### config.mk
export PLATFORM = sky130hd
export DESIGN_NAME = perfil_arbitro
export DESIGN_NICKNAME = d
export VERILOG_FILES = /design/src/rtl/perfil_pkg.sv /design/src/rtl/perfil_rr_sel.sv /design/src/rtl/perfil_arbitro.sv
export SDC_FILE = /design/constraint.sdc
export NUM_CORES = 1
export LEC_CHECK = 0
export CAP_MARGIN = 0
export CORE_UTILIZATION = 45
export DETAILED_ROUTE_END_ITERATION = 6
export PLACE_DENSITY = 0.81
export SETUP_SLACK_MARGIN = 0.15
export SLEW_MARGIN = 40
export SYNTH_ARGS = -nofsm -noshare
export SYNTH_HDL_FRONTEND = slang
export SYNTH_SLANG_ARGS = --single-unit
### constraint.sdc
create_clock -name clk -period 3.4 [get_ports clk]
set_input_delay 1.02 -clock clk [delete_from_list [all_inputs] [get_ports clk]]
set_output_delay 1.02 -clock clk [all_outputs]
set_load 0.02 [all_outputs]
### src/rtl/perfil_pkg.sv
// perfil_pkg: profile width, null profile, default ack timeout and FSM state encoding
// shared by the profile arbiter and its round-robin selector.
package perfil_pkg;

  localparam int PERFIL_W = 3;
  localparam logic [PERFIL_W-1:0] PERFIL_NULO = 3'b000;
  localparam int TIMEOUT_CYC_DEF = 16;

  typedef enum logic [1:0] {
    IDLE    = 2'd0,
    CAPTURE = 2'd1,
    PRESENT = 2'd2,
    RELEASE = 2'd3
  } estado_t;

endpackage

### src/rtl/perfil_rr_sel.sv
// perfil_rr_sel: combinational round-robin pick, returning the first requester at or after ptr
// (wrapping modulo N_IF) plus a flag telling whether anybody requests at all.
module perfil_rr_sel
  import perfil_pkg::*;
#(
  parameter int N_IF  = 4,
  parameter int IDX_W = $clog2(N_IF)
) (
  input  logic [N_IF-1:0]  req,
  input  logic [IDX_W-1:0] ptr,
  output logic [IDX_W-1:0] sel,
  output logic             any
);

  assign any = |req;

  // Scan from farthest to nearest so the requester closest to ptr overwrites the rest.
  always_comb begin
    sel = {IDX_W{1'b0}};
    for (int i = N_IF - 1; i >= 0; i--) begin
      sel = req[IDX_W'((int'(ptr) + i) % N_IF)] ? IDX_W'((int'(ptr) + i) % N_IF) : sel;
    end
  end

endmodule

### src/rtl/perfil_arbitro.sv
// perfil_arbitro: round-robin arbiter putting one interface's profile on the shared bus with a
// valid/ack handshake. Define PERFIL_TIMEOUT_EN to abandon presentations not acked in TIMEOUT_CYC cycles.
module perfil_arbitro
  import perfil_pkg::*;
#(
  parameter int N_IF        = 4,
  parameter int TIMEOUT_CYC = TIMEOUT_CYC_DEF
) (
  input  logic                     clk,
  input  logic                     rst,
  input  logic [N_IF-1:0]          req,
  input  logic [N_IF*PERFIL_W-1:0] perfil_in,
  input  logic [N_IF-1:0]          valido,
  input  logic                     ack,
  output logic [N_IF-1:0]          grant,
  output logic [PERFIL_W-1:0]      perfil_out,
  output logic                     perfil_vld,
  output logic                     erro,
  output logic                     ocupado
);

  localparam int IDX_W = $clog2(N_IF);

  if (N_IF < 2 || N_IF > 8 || TIMEOUT_CYC < 2) begin : g_param_chk
    $error("perfil_arbitro: N_IF must be 2..8 and TIMEOUT_CYC at least 2");
  end

  estado_t               state_r;
  logic [IDX_W-1:0]      ptr_r;
  logic [IDX_W-1:0]      sel_r;
  logic [IDX_W-1:0]      sel_s;
  logic [IDX_W-1:0]      ptr_next_s;
  logic                  any_s;
  logic [N_IF-1:0]       grant_r;
  logic [PERFIL_W-1:0]   perfil_out_r;
  logic                  perfil_vld_r;
  logic                  erro_r;
  logic                  ocupado_r;
  logic [PERFIL_W-1:0]   perfil_arr_s [N_IF];

`ifdef PERFIL_TIMEOUT_EN
  localparam int CNT_W = $clog2(TIMEOUT_CYC);
  logic [CNT_W-1:0]      cnt_r;
`endif

  for (genvar i = 0; i < N_IF; i++) begin : g_split
    assign perfil_arr_s[i] = perfil_in[i*PERFIL_W +: PERFIL_W];
  end

  perfil_rr_sel #(
    .N_IF  (N_IF),
    .IDX_W (IDX_W)
  ) u_rr_sel (
    .req (req),
    .ptr (ptr_r),
    .sel (sel_s),
    .any (any_s)
  );

  // Once an interface has been served it drops to the lowest priority.
  assign ptr_next_s = (sel_r == IDX_W'(N_IF - 1)) ? {IDX_W{1'b0}} : sel_r + IDX_W'(1);

  // Sequencer FSM; grant and erro are one-cycle pulses, the profile is held until released.
  always_ff @(posedge clk or posedge rst) begin
    if (rst) begin
      state_r      <= IDLE;
      ptr_r        <= {IDX_W{1'b0}};
      sel_r        <= {IDX_W{1'b0}};
      grant_r      <= {N_IF{1'b0}};
      perfil_out_r <= PERFIL_NULO;
      perfil_vld_r <= 1'b0;
      erro_r       <= 1'b0;
      ocupado_r    <= 1'b0;
`ifdef PERFIL_TIMEOUT_EN
      cnt_r        <= {CNT_W{1'b0}};
`endif
    end else begin
      grant_r <= {N_IF{1'b0}};
      erro_r  <= 1'b0;
      case (state_r)
        IDLE: begin
          if (any_s) begin
            sel_r     <= sel_s;
            grant_r   <= {{(N_IF-1){1'b0}}, 1'b1} << sel_s;
            ocupado_r <= 1'b1;
            state_r   <= CAPTURE;
          end else begin
            state_r <= IDLE;
          end
        end
        CAPTURE: begin
          if (valido[sel_r]) begin
            perfil_out_r <= perfil_arr_s[sel_r];
            perfil_vld_r <= 1'b1;
            state_r      <= PRESENT;
`ifdef PERFIL_TIMEOUT_EN
            cnt_r        <= {CNT_W{1'b0}};
`endif
          end else begin
            erro_r    <= 1'b1;
            ptr_r     <= ptr_next_s;
            ocupado_r <= 1'b0;
            state_r   <= IDLE;
          end
        end
        PRESENT: begin
          if (ack) begin
            perfil_vld_r <= 1'b0;
            perfil_out_r <= PERFIL_NULO;
            ptr_r        <= ptr_next_s;
            state_r      <= RELEASE;
          end
`ifdef PERFIL_TIMEOUT_EN
          else if (cnt_r == CNT_W'(TIMEOUT_CYC - 1)) begin
            perfil_vld_r <= 1'b0;
            perfil_out_r <= PERFIL_NULO;
            erro_r       <= 1'b1;
            ptr_r        <= ptr_next_s;
            state_r      <= RELEASE;
          end else begin
            cnt_r <= cnt_r + CNT_W'(1);
          end
`else
          else begin
            state_r <= PRESENT;
          end
`endif
        end
        RELEASE: begin
          ocupado_r <= 1'b0;
          state_r   <= IDLE;
        end
        default: begin
          perfil_vld_r <= 1'b0;
          perfil_out_r <= PERFIL_NULO;
          ocupado_r    <= 1'b0;
          state_r      <= IDLE;
        end
      endcase
    end
  end

  assign grant      = grant_r;
  assign perfil_out = perfil_out_r;
  assign perfil_vld = perfil_vld_r;
  assign erro       = erro_r;
  assign ocupado    = ocupado_r;

endmodule

==> summary.md <==
Setup violations remaining at the end of the flow were counted as 0. Width of the die: 45.2 um. In the final timing run, aggregate negative setup slack is 0 ps. The number of pins with negative max-slew slack in the final report is 0.

The first routing iteration left 5 violations. The total of max-cap violations was 0. The final hold violation count was 0; the area of the mapped netlist was 840 um^2.

Cell family contributing the most delay on the critical path: compound AO/OA/AOI/OAI gates. The CTS root buffer is clkbuf_4. The worst path uses 68.8% of the clock period. The slowest stage of the critical path is the o41ai_2 cell. After clock tree synthesis, the clock-pin slew on the worst setup and hold paths is 90 ps. The number of setup buffers added after CTS is 0. The later pin in the worst-skew pair is clocked with a latency of 280 ps. Number of buffers and inverters on the critical path: 1. After synthesis, the largest family of logic cells by area is multiplexers.

Of the total synthesized cell area, the portion taken by XOR and XNOR cells is 0%. The initial antenna violation count is 0. The worst setup path is launched from a primary input.

The signal on the critical path passes through clkdlybuf4s50_1 -> o41ai_2 -> nor3_1 -> and2_1. The flip-flop and latch count after synthesis came out at 16. During synthesis, Yosys emitted a total of 0 warnings.

For this configuration, the core starts out at a cell density of 48.1%. The tools report the final global-route overflow total as 0. The completed layout was analyzed and its total power is 927 uW. TritonCTS built the clock tree. The logs give 16 for the number of sinks on the clock net and 0.528 mV for the peak supply drop.

Global routing usage summed across all routing layers: 20.6%. Synthesis handed over a netlist of 72 instances. Summing the areas of all fa, ha and maj instances in the mapped netlist gives 1.49% of the synthesized area. In this run the remaining antenna-violating nets after routing total 0. The area growth from synthesis to layout is 44.9%. Type of the worst min-delay path: flip-flop to flip-flop. The run finished with clean final reports. The first global-routing pass estimated 2950 um of wire. The run gives 2040 um^2 as the die footprint. The worst setup path is captured at a flip-flop. At the pin with the least slew margin, the transition time is 594 ps. In this run the worst path has a maximum fanout of 7. Entering global routing, the biggest net connects 17 pins. Height of the die: 45.2 um. The deepest level of the CTS H-tree came out at 1.

The critical path is of the primary input to flip-flop type. The core region is 1750 um^2. In this run the tightest slew margin relative to its limit is 59.9%. Setup repair after global routing left no endpoint under its margin. At the worst endpoint, the required time is 3580 ps. Timing would allow up to 428 MHz.

Reported leakage power: 0.533 nW. The number of inserted diodes is 0. After detailed routing, the number of remaining DRC violations is 0.

Row generation in the floorplan step produced 15 rows. The count of hold buffers inserted by post-cts repair is 0, and the deepest clock path buffer count is 2. The tools report the via count as 680.

The post-detailed-route wirelength per cell is 13.1 um, and the total power density per cell area is 763 nW/um^2. The synthesized design contains 0 enable-type register cells. The critical path arrival is 2520 ps, and the weighted congestion reported at the end of routability-driven placement is 0.764. After detailed routing, the total wire length is 1730 um. The total nets after synthesis was 96; the multiplexer area fraction after synthesis was 17.7%.

Clock tree synthesis inserted a total of 3 buffers. The number of vias per cell is 5.15, and the share of synthesized cell area in and, or, nand and nor gates is 13.4%. The HPWL after detailed placement is 1430 um. Input and output buffers added on the ports amount to 32.

The logs give 33 for the boundary pin count and 643 for the via count of the first global-routing pass. A synthesized cell averages 11.7 um^2. The post-cts repair resize count is 0. Counting flops with an async set or reset pin after synthesis yields a share of 100%.

In this run, distinct cell masters in the synthesized netlist total 29. Before antenna repair, the detailed router went through 2 iterations. The peak per-stage delay on the critical path works out to 640 ps. Cells with a size suffix above 1 make up 13.1% of the layout. Subtracting the final worst setup slack from the clock period gives 2340 ps.

The most used flip-flop cell after synthesis is dfrtp_1. Worst clock skew: 0.514 ps. The post-synthesis sequential area ratio is 47.7%, and the synthesized-area fraction occupied by ao, oa, aoi and oai cells is 15.2%. The final layout contains 132 nets.
[flip-flops by register name, indices dropped and copies added (netlist names), named ones only]
signal and flops:
perfil_vld 1, ocupado 1, perfil_out 3, state_r 1, sel_r 2, ptr_r 2, erro 1, grant 4
[stage by stage]
step	cell area, um^2	hold WS (ps)	setup slack (ps)	cells	util [%]
floorplan	840	487	1450	72	-
global placement	1180	464	878	128	67.6
detailed placement	1180	463	763	128	67.6
CTS	1220	485	1080	132	69.7
global route	1220	502	992	132	69.7
finish	1220	482	1060	132	69.7
[cell families (layout without fill, tap and decap cells)]
kind of cell    count (synthesis)  after routing
compound gates                 18             18
buf+inv                         8             43
flops                          16             16
mux                             9              9
simple gates                   20             20
fa+ha+maj                       1              1
[Yosys cell counts, drive strengths merged, types with 2 or more instances]
cell    instances  share of area, %
mux2            4               5.8
nand3           4               3.0
nand3b          2               1.8
o21ai           6               3.6
dfrtp          16                48
inv             7               3.1
o22ai           3               3.0
nor2            4               1.8
a21boi          2               1.8
and2            2               1.5
a21oi           2               1.2
nand2           4               1.8
mux4            4                11
[worst paths after layout]
path / from / end / slack, ps / cells past startpoint
max in group asynchronous: rst / ptr_r[0] / 1930 / 2
worst max-delay path: req[2] / grant[3] / 1060 / 4
min in group asynchronous: rst / grant[1] / 1100 / 2
worst min register to register: perfil_vld / perfil_vld / 480 / 2
worst max register to register: sel_r[0] / ocupado / 1720 / 3
worst min-delay path: perfil_vld / perfil_vld / 480 / 2
[cell usage in the layout, fill, tap and decap left out, types with 3 or more instances in the layout]
cell / instances
nand3_1: 3
nor2_1: 4
o21ai_0: 6
mux4_2: 4
clkdlybuf4s50_1: 32
inv_1: 7
dfrtp_1: 16
clkbuf_4: 3
nand2_1: 4
[final cells by class]
class                      instances  area, um^2
clock buffer                       4        36.3
sequential                        16         400
tap                               25        31.3
multi-input combinational         48         402
timing repair buffer              32         320
inverter                           7        26.3
fill                             134         529
[worst reg2reg max path, stage by stage, from the launching register on]
cell and delay (ps):
dfrtp_1 630, mux4_2 580, a21boi_0 200, o21ai_0 120
[power breakdown]
group | switching [mW] | leakage (nW) | total (mW) | internal, mW
Combinational | 0.204 | 0.311 | 0.449 | 0.246
Clock | 0.0556 | 0.0210 | 0.121 | 0.0652
Sequential | 0.0871 | 0.200 | 0.358 | 0.270
Total | 0.346 | 0.533 | 0.927 | 0.581
[layer usage]
metal  GRT usage (%)  vias up  part of all wire (%)
met1            26.1      332                    43
met2            35.4       16                    52
met5               0        -                     0
met3            7.60        0                   4.1
met4            1.21        0                     0
li1                -      332                     -
No activity file was read; power rests on OpenSTA's default activity.
==> RTL edit, RTL diff (config.mk and constraints unchanged) <==
Encoding of `estado_t`: now one-hot (4 bits for 4 values).
--- a/src/rtl/perfil_pkg.sv
+++ b/src/rtl/perfil_pkg.sv
@@ -6,11 +6,11 @@
   localparam logic [PERFIL_W-1:0] PERFIL_NULO = 3'b000;
   localparam int TIMEOUT_CYC_DEF = 16;
 
-  typedef enum logic [1:0] {
-    IDLE    = 2'd0,
-    CAPTURE = 2'd1,
-    PRESENT = 2'd2,
-    RELEASE = 2'd3
+  typedef enum logic [3:0] {
+    IDLE    = 4'b0001,
+    CAPTURE = 4'b0010,
+    PRESENT = 4'b0100,
+    RELEASE = 4'b1000
   } estado_t;
 
 endpackage
Check against the original RTL: same outputs for any inputs over 4 cycles, from zero or initial values and one cycle with rst high; so few cycles prove little.
==> RTL edit against the unedited design <==
  * Hold slack better by 0.039 ns
  * Total power up 7.2%
  * Design area up 10%
  * Synthesized area up 14%
  * Worst setup slack worse by 0.020 ns
  * Wire length up 12%
  * Maximum frequency down 0.85%
  * Sequential cell count up 2
  * Critical path type unchanged
  * Highest routed layer is now met4
==> RTL edit: results (changes against the unedited design) <==
Status
  – Status: finished clean (unchanged)

Placed design
  – Setup slack at placement: 0.742 ns (was 0.763 ns)
  – Placed inst area: 1300 um2 (was 1180 um2)

STA
  – WHS: 0.520 ns (was 0.482 ns)
  – Worst-margin pin slew: 0.662 ns (was 0.594 ns)

Yosys
  – Synth cell count leaders: 17 x dfrtp_1, 6 x inv_1, 5 x nor3_1 (was 16 x dfrtp_1, 7 x inv_1, 6 x o21ai_0)
  – Synth Area in XOR/XNOR: 0.919% (was 0%)
  – Mean Syn Cell Area: 12.4 um2 (was 11.7 um2)
  – Post-synthesis compound-gate area fraction: 11.2% (was 15.2%)
  – Register area share after synthesis: 47.4% (was 47.7%)
  – Synth top area cells: dfrtp_1 45%, mux4_1 8.3%, mux2_2 3.5% (was dfrtp_1 48%, mux4_2 11%, o21ai_0 3.6%)
  – Post-synthesis adder-cell area fraction: 1.31% (was 1.49%)

Drt
  – Via count: 718 (was 680)
  – DR pass1 iterations: 4 (was 2)
  – DRT iter0 DRCs: 6 (was 5)

Final layout
  – Fill cells: 155 (was 134)
  – Fraction of layout cells with a size suffix above 1: 13.4% (was 13.1%)
  – Fin nets: 137 (was 132)

Worst setup path
  – WP data arrival: 2.55 ns (was 2.52 ns)
  – R2R depth: 4 (was 3)
  – Reg2reg setup slack: 1.62 ns (was 1.72 ns)

Power
  – Power Internal: 632 uW (was 581 uW)
  – Peak supply drop: 0.436 mV (was 0.528 mV)

Global routing
  – Routing usage on met1: 23.4% (was 26.1%)
  – Largest net degree at the start of global routing: 19 (was 17)
  – GRT Overall Usage: 18.5% (was 20.6%)
  – First-pass GRT wire length: 2890 um (was 2950 um)

Min path
  – Startpoint of the worst hold path: perfil_out[1]$_DFFE_PP0P_ (was perfil_vld$_DFFE_PP0P_)
  – Worst hold path depth: 1 (was 2)
  – Worst Hold Endpoint: perfil_out[1]$_DFFE_PP0P_ (was perfil_vld$_DFFE_PP0P_)
==> RTL edit: cell types whose count changed after synthesis, sizes merged, moves of 3 or more <==
cell / unedited run / this run
nor3: 1 / 5
nand3: 4 / 0
a22o: 0 / 3
o22ai: 3 / 0
nand2: 4 / 1
==> RTL edit: final cells by class <==
cell class / instances / area [um2] / share of cell area (%)
flip-flops and latches: 18 / 452 / 33.7
repair buffers: 32 / 320 / 23.9
well taps: 27 / 33.8 / 2.52
multi-input cells: 52 / 474 / 35.4
inverters: 6 / 22.5 / 1.68
clock buffers: 4 / 36.3 / 2.71
==> RTL edit: per-layer routing <==
metal / routed length [um] / share of wire (%)
met1: 825 / 43
met2: 1060 / 55
met3: 46 / 2.4
met4: 8 / 0.41
met5: 0 / 0
==> RTL edit: worst max-delay path, stage by stage <==
cell	delay, ns
clkdlybuf4s50_1	0.48
or4_1	0.58
nor2b_4	0.17
nor4b_4	0.13
and2b_1	0.16
